`config.mk`:
```
export PLATFORM = sky130hd
export DESIGN_NAME = cdb_arbiter
export DESIGN_NICKNAME = d
export VERILOG_FILES = /design/src/rtl/cdb_arbiter.sv
export SDC_FILE = /design/constraint.sdc
export NUM_CORES = 1
export LEC_CHECK = 0
export BUFFER_PORTS_ARGS = -buffer_cell sky130_fd_sc_hd__buf_2
export CAP_MARGIN = 25
export CORE_AREA = 2 2 88 90
export CTS_CLUSTER_SIZE = 14
export DETAILED_ROUTE_END_ITERATION = 10
export DIE_AREA = 0 0 90 92
export PLACE_DENSITY_LB_ADDON = 0.1
export RECOVER_POWER = 100
export SLEW_MARGIN = 0
export SYNTH_ARGS = -nofsm -noshare
export SYNTH_HDL_FRONTEND = slang
export SYNTH_SLANG_ARGS = --single-unit
```
`constraint.sdc`:
```
create_clock -name clk -period 2.3 [get_ports clk]
set_clock_uncertainty 0.1 [all_clocks]
set_input_delay 0.345 -clock clk [delete_from_list [all_inputs] [get_ports clk]]
set_output_delay 0.345 -clock clk [all_outputs]
set_load 0.005 [all_outputs]
```
`src/rtl/cdb_arbiter.sv`:
```
// Purpose: shares one common data bus among NUM_FU result ports; round-robin, or oldest-first with CDB_ARB_AGE_EN.
// Latency: 1 cycle from grant (fu_ready_o) to broadcast on cdb_*_o; one broadcast per cycle, back-to-back.
// Backpressure: an FU holds valid/payload until fu_ready_o; flush_i or rst withholds every grant.
module cdb_arbiter #(
    parameter int NUM_FU    = 4,
    parameter int ROB_IDX_W = 5,
    parameter int RD_W      = 5,
    parameter int DATA_W    = 32
) (
    input  logic                          clk,
    input  logic                          rst,
    input  logic                          flush_i,
    input  logic [ROB_IDX_W-1:0]          rob_head_i,
    input  logic [NUM_FU-1:0]             fu_valid_i,
    input  logic [NUM_FU*ROB_IDX_W-1:0]   fu_rob_idx_i,
    input  logic [NUM_FU*RD_W-1:0]        fu_rd_addr_i,
    input  logic [NUM_FU*DATA_W-1:0]      fu_data_i,
    output logic [NUM_FU-1:0]             fu_ready_o,
    output logic                          cdb_valid_o,
    output logic [$clog2(NUM_FU)-1:0]     cdb_fu_id_o,
    output logic [ROB_IDX_W-1:0]          cdb_rob_idx_o,
    output logic [RD_W-1:0]               cdb_rd_addr_o,
    output logic [DATA_W-1:0]             cdb_data_o
);

    localparam int FU_ID_W = $clog2(NUM_FU);

    logic [FU_ID_W-1:0]   r_rr_ptr;
    logic                 r_cdb_valid;
    logic [FU_ID_W-1:0]   r_cdb_fu_id;
    logic [ROB_IDX_W-1:0] r_cdb_rob_idx;
    logic [RD_W-1:0]      r_cdb_rd_addr;
    logic [DATA_W-1:0]    r_cdb_data;

    logic                 w_found;
    logic                 w_grant;
    logic [FU_ID_W-1:0]   w_win;
    logic [FU_ID_W-1:0]   w_idx;

`ifdef CDB_ARB_AGE_EN
    logic [ROB_IDX_W-1:0] w_age;
    logic [ROB_IDX_W-1:0] w_best_age;
`else
    // rob_head_i only matters for the oldest-first policy
    logic                 w_unused_rob_head;
    assign w_unused_rob_head = ^rob_head_i;
`endif

    // Requester visited at position offs of the scan starting at base, wrapping modulo NUM_FU
    function automatic logic [FU_ID_W-1:0] rr_idx(input logic [FU_ID_W-1:0] base, input int offs);
        int s;
        s = int'(base) + offs;
        if (s >= NUM_FU) begin
            s = s - NUM_FU;
        end
        return FU_ID_W'(s);
    endfunction

    // Pick the winner by scanning requesters in pointer order; with ages, strict '<' keeps the earliest in scan order on a tie
    always_comb begin
        w_found = 1'b0;
        w_win   = '0;
        w_idx   = '0;
`ifdef CDB_ARB_AGE_EN
        w_age      = '0;
        w_best_age = '0;
`endif
        for (int k = 0; k < NUM_FU; k++) begin
            w_idx = rr_idx(r_rr_ptr, k);
`ifdef CDB_ARB_AGE_EN
            w_age = fu_rob_idx_i[32'(w_idx)*ROB_IDX_W +: ROB_IDX_W] - rob_head_i;
            if (fu_valid_i[w_idx] && (!w_found || (w_age < w_best_age))) begin
                w_found    = 1'b1;
                w_win      = w_idx;
                w_best_age = w_age;
            end
`else
            if (fu_valid_i[w_idx] && !w_found) begin
                w_found = 1'b1;
                w_win   = w_idx;
            end
`endif
        end
    end

    // Flush and reset suppress the grant so nothing is consumed that cycle
    assign w_grant    = w_found && !flush_i && !rst;
    assign fu_ready_o = w_grant ? (NUM_FU'(1) << w_win) : '0;

    // Register the granted result onto the bus and advance the pointer past the winner
    always_ff @(posedge clk) begin
        if (rst) begin
            r_rr_ptr      <= '0;
            r_cdb_valid   <= 1'b0;
            r_cdb_fu_id   <= '0;
            r_cdb_rob_idx <= '0;
            r_cdb_rd_addr <= '0;
            r_cdb_data    <= '0;
        end else begin
            r_cdb_valid <= w_grant;
            if (w_grant) begin
                r_rr_ptr      <= (w_win == FU_ID_W'(NUM_FU - 1)) ? '0 : w_win + 1'b1;
                r_cdb_fu_id   <= w_win;
                r_cdb_rob_idx <= fu_rob_idx_i[32'(w_win)*ROB_IDX_W +: ROB_IDX_W];
                r_cdb_rd_addr <= fu_rd_addr_i[32'(w_win)*RD_W +: RD_W];
                r_cdb_data    <= fu_data_i[32'(w_win)*DATA_W +: DATA_W];
            end
        end
    end

    assign cdb_valid_o   = r_cdb_valid;
    assign cdb_fu_id_o   = r_cdb_fu_id;
    assign cdb_rob_idx_o = r_cdb_rob_idx;
    assign cdb_rd_addr_o = r_cdb_rd_addr;
    assign cdb_data_o    = r_cdb_data;

endmodule

```
== Yosys cells after proc, flatten, opt, wreduce, memory -nomap -nowiden ==
Cells that the tools add are included.

* Output and inout port bits: 49
* RAM bits: 0
* Bits in registers: 47
* Latch bits: 0
* ROM bits: 0
* Bits of input ports: 180
* Memories kept: 0
* Word-level logic and storage cells: 60

* Equal/unequal tests: 1
* Reduce and logical (&&, ||, !) cells: 10
* Div/mod/pow operators: 0
* Shift operators: 4
* $mul: 1
* Mux-type cells: 22
* $lt $le $gt $ge: 8
* Bitwise operators: 0
* Add/sub/neg operators: 8

{| class="wikitable"
|+ Operator list
! cell !! number
|-
| $shiftx A128 B8 Y32 || 1
|-
| $shiftx A20 B6 Y5 || 2
|-
| $mux W2 || 9
|-
| $lt A2 B3 Y1 const B || 4
|-
| $ge A3 B3 Y1 const B || 3
|-
| $bmux W1 S2 || 4
|-
| $mux W1 || 8
|-
| $sub A2 B1 Y2 const B || 4
|-
| $add A2 B2 Y3 const B || 2
|-
| $logic_and A1 B1 Y1 || 5
|-
| $logic_not A1 Y1 || 5
|-
| $mul A2 B3 Y5 const B || 1
|-
| $mux W4 || 1
|-
| $shl A1 B2 Y4 const A || 1
|-
| $add A2 B1 Y3 const B || 1
|-
| $ge A2 B3 Y1 const B || 1
|-
| $add A2 B1 Y2 const B || 1
|-
| $eq A2 B2 Y1 const B || 1
|}

== Logic depth before layout (Yosys ltp) ==
Gate-level depths: netlist of run 1.

* Word-level depth: 17
* Depth in mapped cells: 8
* Depth with buffers taken out: 5

== Worst setup path after synthesis of run 1 ==
Ideal clock, no wire load.

* Path kind: in2out
* From: input fu_valid_i[2]
* To: output fu_ready_o[2]
* Arrival: 1.572 ns
* Stages: 6
* Path slack: 0.283 ns
* Path buffers: 1
* Cell sequence: nor2b_1 > a21boi_0 > o32a_1 > nand2_1 > buf_2 > nor2_1

* Cells in the longest elaborated chain, start to end: 15

{| class="wikitable"
|+ RTL lines
! element !! RTL line !! source
|-
| start, declared || 14 || <nowiki>input logic [NUM_FU-1:0] fu_valid_i,</nowiki>
|-
| $bmux W1 S2 || 78 || <nowiki>if (fu_valid_i[w_idx] && !w_found) begin</nowiki>
|-
| $mux W1 (implied by the code) || 78 ||
|-
| $mux W1 || 78 ||
|-
| $logic_not A1 Y1 || 78 ||
|-
| $logic_and A1 B1 Y1 || 78 ||
|-
| $mux W1 || 78 ||
|-
| $logic_not A1 Y1 || 78 ||
|-
| $logic_and A1 B1 Y1 || 78 ||
|-
| $mux W1 || 78 ||
|-
| $logic_not A1 Y1 || 78 ||
|-
| $logic_and A1 B1 Y1 || 78 ||
|-
| $mux W1 || 78 ||
|-
| $logic_and A1 B1 Y1 (2 in a row) || 87 || <nowiki>assign w_grant = w_found && !flush_i && !rst;</nowiki>
|-
| $mux W4 (*) || 88 || <nowiki>assign fu_ready_o = w_grant ? (NUM_FU'(1) << w_win) : '0;</nowiki>
|-
| end, declared || 18 || <nowiki>output logic [NUM_FU-1:0] fu_ready_o,</nowiki>
|}

Mark *: on every way between the ends. The rest lies on a longest branch, timed or not. The select of a mux whose other input is x is not followed.

== Worst setup path in the final report of run 1 ==
* From: register r_rr_ptr[0]
* To: output fu_ready_o[1]

* Cells in the longest elaborated chain, start to end: 17

{| class="wikitable"
|+ RTL lines
! element !! RTL line !! source
|-
| start, declared || 28 || <nowiki>logic [FU_ID_W-1:0] r_rr_ptr;</nowiki>
|-
| start signal, assigned || 102 || <nowiki>r_rr_ptr <= (w_win == FU_ID_W'(NUM_FU - 1)) ? '0 : w_win + 1'b1;</nowiki>
|-
| branches (longest 16 deep; another with $add A2 B1 Y3) || n/a ||
|-
| $mux W4 (*) || 88 ||
|}

Mark *: on every way between the ends. The select of a mux whose other input is x is not followed.

==> flow_summary.ini, run 1 <==
[clocking]
clk_pin_slew_worst_paths_ps = 90
htree_levels = 2
clockBufferDepth = 2
holdBufCountCts = 0
clockRootBuffer = clkbuf_8
cts_tree = built
cts_sinks = 47
cts_buffers = 5
clock_latency_ps = 300

[place]
dp_hpwl_mm = 7.255
place_congestion = 0.7393
place_ws_ps = 93.73
numPortBuffers = 223
dp_cells = 631

[synth]
netlist_area_sq_um = 2878
synthTopCellsByArea = dfxtp_1 33%, mux2i_1 17%, a211oi_1 9.9%
synth_cell_type_count = 30
synth_compound_area_share_pct = 24.22
synth_xor_area_share_pct = 0.3043
synthAdderAreaFrac_pct = 0
synth_top_area_share_pct = 32.70
yosysSeqAreaShare_pct = 32.70
synth-simple-area-share_pct = 18.17
synth_top_family_by_area = compound AO/OA/AOI/OAI gates
syn_avg_cell_area_sq_um = 9.050
yosysWarnings = 0
syn_inst = 318
ys_ff_latch = 47
syn_nets = 498
yosysTopAreaCell = dfxtp_1
synth_mux_area_share_pct = 16.70

[timing]
slew_headroom_pct = 79.56
min_period_over_period_pct = 96.71
drv_slew = 0
setup_viol = 0
fmax_ghz = 0.4496
rsz0062_at_grt = yes
fin_ws_ps = 75.74
period_minus_slack_ps = 2224
tightest_slew_ps = 306.6
finalHoldViolations = 0
holdWs_ps = 201.3

[power_and_ir_drop]
leakage_nw = 1.975
power_mw = 2.225
powerDensity_nw_per_um2 = 537.8
peakVddDrop_uv = 263.1

[worst_setup_path]
start_kind = flop
critPathCaptureType = primary output
required_ps = 1860
r2r_end = cdb_rd_addr_o[2]$_SDFFE_PP0P_
rr_worst_depth = 6
ff2ff_setup_slack_ps = 340
crit_arrival_ps = 1780
critPathMaxFanout = 5
criticalPathCategory = reg2out
r2r_start = r_rr_ptr[0]$_SDFFE_PP0P_

[drt]
wl_per_cell_microns = 14.76
final_antenna_net_count = 0
via_per_inst = 5.160
wl_mm = 9.434
drtIter0Drc = 94
post-route-drc-count = 0
dr.pass1.iters = 4
vias = 3297

[job]
maxCapViolations = 0

[floorplanning]
pin_count = 229
die_y_microns = 92
initial_utilization_pct = 38.64
die_area_sq_um = 8280
fp.dieW_microns = 90
rows = 32
core_sq_um = 7447

[global_routing]
grt_max_degree = 37
grt_pass1_vias = 3129
overflow = 0
grt_antenna_before_repair = 0
grt_pass1_wl_mm = 14.91
grt.total_usage_pct = 21.93

[min_path]
hold_depth = 2
min_to = r_rr_ptr[1]$_SDFFE_PP0P_
hold_class = in2reg
holdCritStartpoint = rst

[layout]
layout-drive-gt1-share_pct = 41.71
layout_commonest_cell = buf_2
num_antenna_cells = 0
syn2layout_area_growth_pct = 43.74
nFillCells = 749
layout_common_cells = 192 x buf_2, 48 x nand2_1, 48 x mux2i_1, 46 x dfxtp_1, 38 x a211oi_1
final_cells = 639
layout.nets = 716

[run_status]
status = finished clean
-- cell usage after synthesis --
cell / count
clkbuf_1: 13
nor2_1: 9
clkinv_1: 1
nand3_1: 1
o32ai_4: 1
buf_1: 1
buf_6: 3
o221ai_1: 24
buf_12: 4
o2111ai_1: 1
a21oi_1: 1
o32a_1: 1
and3_1: 37
a22oi_1: 1
buf_2: 7
or4_4: 1
buf_4: 1
buf_8: 1
dfxtp_1: 47
a211oi_1: 38
xnor2_1: 1
mux2i_1: 48
nand2_4: 1
nand2_1: 48
nand2b_1: 2
or3_1: 2
o31ai_1: 18
nor2b_1: 3
nor4_1: 1
a21boi_0: 1
-- report_power, final --
| group | total (mW) | switching, mW | internal [mW] |
|---|---|---|---|
| Combinational | 0.751 | 0.370 | 0.381 |
| Clock | 0.532 | 0.287 | 0.246 |
| Sequential | 0.941 | 0.0429 | 0.899 |
-- registers in the layout, indices dropped and copies added (netlist names) --
signal         count
cdb_rob_idx_o      5
cdb_data_o        32
cdb_fu_id_o        2
cdb_rd_addr_o      5
r_rr_ptr           2
cdb_valid_o        1
-- cell families after synthesis --
logic type / count (synthesis)
and+or+nand+nor: 105
AOI/OAI and AO/OA: 86
muxes: 48
DFF: 47
buffers and inverters: 31
xor gates and xnor gates: 1
-- metal layers --
layer  vias up  GRT usage, %  routed length [microns]
met5         -             0                        0
met3         7         5.259                      723
li1       1658             -                        -
met1      1488         25.81                     3802
met4         0         4.872                       82
met2       144         40.35                     4825
-- cell type report --
| class | count | area, sq um | area share, % |
|---|---|---|---|
| Sequential cell | 47 | 944.7 | 22.84 |
| Clock buffer | 6 | 82.58 | 1.996 |
| Clock inverter | 2 | 16.27 | 0.3932 |
| Timing Repair Buffer | 241 | 1234 | 29.82 |
| Inverter | 1 | 3.754 | 0.09074 |
| Tap cell | 102 | 127.6 | 3.085 |
| Multi-Input combinational cell | 240 | 1728 | 41.77 |
-- how the worst max path moves through the flow --
stage / slack (ps) / end / start
6_report: 80 / fu_ready_o[1] / r_rr_ptr[0]$_SDFFE_PP0P_
5_1_grt: -40 / fu_ready_o[1] / r_rr_ptr[0]$_SDFFE_PP0P_
4_1_cts: 20 / fu_ready_o[1] / r_rr_ptr[0]$_SDFFE_PP0P_
3_5_place_dp: 90 / fu_ready_o[2] / fu_valid_i[1]
3_3_place_gp: 150 / fu_ready_o[2] / fu_valid_i[1]
2_1_floorplan: 280 / fu_ready_o[2] / fu_valid_i[2]
-- what timing repair did --
action                     in CTS  in global routing
setup endpoints to repair       4                  4
setup buffers                   0                  0
pin swaps                       0                  2
resized for setup               1                  3
-- worst max-delay path, stage by stage, from the launching register on --
cell and delay (ps):
dfxtp_4 380, nor2b_1 70, or3_1 370, a22oi_2 300, nand2_1 120, nor2_1 100
buf_2 140
-- stage by stage --
stage	util, %	setup TNS [ps]	instance area (sq um)
finish	55.54	0	4136
global route	55.54	-41.03	4136
CTS	56.07	0	4175
detailed placement	54.67	0	4071
global placement	54.67	0	4071
floorplan	-	0	2878
(Power assumes the default switching activity.)
==> run 2, diff against run 1 <==
--- a/config.mk
+++ b/config.mk
@@ -11,6 +11,7 @@
 export CTS_CLUSTER_SIZE = 14
 export DETAILED_ROUTE_END_ITERATION = 10
 export DIE_AREA = 0 0 90 92
+export GPL_TIMING_DRIVEN = 0
 export PLACE_DENSITY_LB_ADDON = 0.1
 export RECOVER_POWER = 100
 export SLEW_MARGIN = 0
==> run 2 against run 1 <==
- critical path depth is the same
- flip-flop and latch count stayed put
- via count rose by 3.5%
- clock-buffer cell count increased by 1
- sequential power barely moved
- fmax shrank 0.12%
- critical path type unchanged
==> flow_summary.ini, run 2 (synthesized netlist as in run 1, its figures left out) <==
[layout]
nFillCells = 736
layout.nets = 732
syn2layout_area_growth_pct = 48.43
layout-drive-gt1-share_pct = 42.13
layout_commonest_cell = buf_2
largest_reg_flops = 32
num_antenna_cells = 0
layout_common_cells = 195 x buf_2, 48 x mux2i_1, 46 x nand2_1, 46 x dfxtp_1, 43 x clkbuf_1

[timing]
tightest_slew_ps = 536.0
min_period_over_period_pct = 96.82
setup_viol = 0
drv_slew = 0
fmax_ghz = 0.4491
finalHoldViolations = 0
slew_headroom_pct = 64.27
period_minus_slack_ps = 2227
timing.setup.tns_ps = 0

[floorplanning]
die_area_sq_um = 8280
pin_count = 229
initial_utilization_pct = 38.64
rows = 32
core_sq_um = 7447
fp.dieW_microns = 90
die_y_microns = 92

[global_routing]
grt_antenna_before_repair = 0
grt_pass1_wl_mm = 16.15
grt.total_usage_pct = 23.99
overflow = 0
grt_max_degree = 15
grt_pass1_vias = 3401

[drt]
post-route-drc-count = 0
vias = 3411
final_antenna_net_count = 0
drtIter0Drc = 88
wl_per_cell_microns = 15.64
via_per_inst = 5.208
dr.pass1.iters = 6
wl_mm = 10.24

[power_and_ir_drop]
peakVddDrop_uv = 231.1
leakage_nw = 2.045
power_mw = 2.323
powerDensity_nw_per_um2 = 543.9

[clocking]
clk_pin_slew_worst_paths_ps = 90
clockRootBuffer = clkbuf_8
clockBufferDepth = 2
clock_latency_ps = 300
cts_tree = built
cts_sinks = 47
htree_levels = 2
cts_buffers = 5

[worst_setup_path]
crit_arrival_ps = 1780
criticalPathCategory = reg2out
start_kind = flop
required_ps = 1860
critPathCaptureType = primary output
critPathMaxFanout = 8

[run_status]
status = finished clean

[place]
place_congestion = 0.7733
dp_hpwl_mm = 7.992
numPortBuffers = 223

[job]
maxCapViolations = 0

[min_path]
hold_class = in2reg
run 2: cell type report:
type,count,area (sq um),share of cell area [%]
buffer,30,236.5,5.536
timing repair buffer,227,1107,25.92
multi-input combinational,240,1749,40.95
sequential,47,942.2,22.06
tap,102,127.6,2.988
inverter,1,5.005,0.1172
clock inverter,1,7.507,0.1757
clock buffer,7,96.34,2.255
run 2: path summary, 6_finish.rpt:
path	end	slack [ps]	cells past startpoint	from
setup / recovery	fu_ready_o[1]	70	6	r_rr_ptr[1]$_SDFFE_PP0P_
hold / removal	r_rr_ptr[0]$_SDFFE_PP0P_	180	2	rst
setup reg to reg	cdb_data_o[9]$_SDFFE_PP0P_	120	8	r_rr_ptr[1]$_SDFFE_PP0P_
hold reg to reg	cdb_fu_id_o[1]$_SDFFE_PP0P_	350	2	cdb_fu_id_o[1]$_SDFFE_PP0P_
run 2: where the power goes:
group,switching [mW],internal [mW],leakage [nW]
clock,0.290,0.274,0.0505
combinational,0.402,0.417,1.61
sequential,0.0418,0.899,0.388
run 2: repair_timing:
item | 4_1_cts | 5_1_grt
gates resized for setup | 9 | 11
hold buffers | 0 | 0
pin swaps | 3 | 2
endpoints found under the setup margin | 4 | 14
buffers inserted | 4 | 0
run 2: per-stage QoR:
stage          hold WS (ps)  instances  instance area, sq um  setup WS [ps]  util [%]
3_3_place_gp          330.9        643                  4121         -226.6     55.34
2_1_floorplan         314.1        318                  2878          283.1         -
6_report              175.6        655                  4272          73.14     57.36
4_1_cts               167.1        655                  4280          17.24     57.48
3_5_place_dp          334.0        643                  4121         -266.2     55.34
5_1_grt               189.5        655                  4272         -7.331     57.36
run 2: worst max-delay path, stage by stage (launching register included):
cell	delay (ps)
dfxtp_1	310
clkbuf_4	180
or3_1	390
a22oi_2	270
nand2_1	110
nor2_1	90
buf_2	140
run 2: metal layers:
layer | up-vias | GRT usage [%] | share of wire (%)
met2 | 151 | 44.11 | 50
met3 | 10 | 5.423 | 7.5
met1 | 1562 | 27.89 | 41
met5 | - | 0 | 0
li1 | 1688 | - | -
met4 | 0 | 6.795 | 1.1
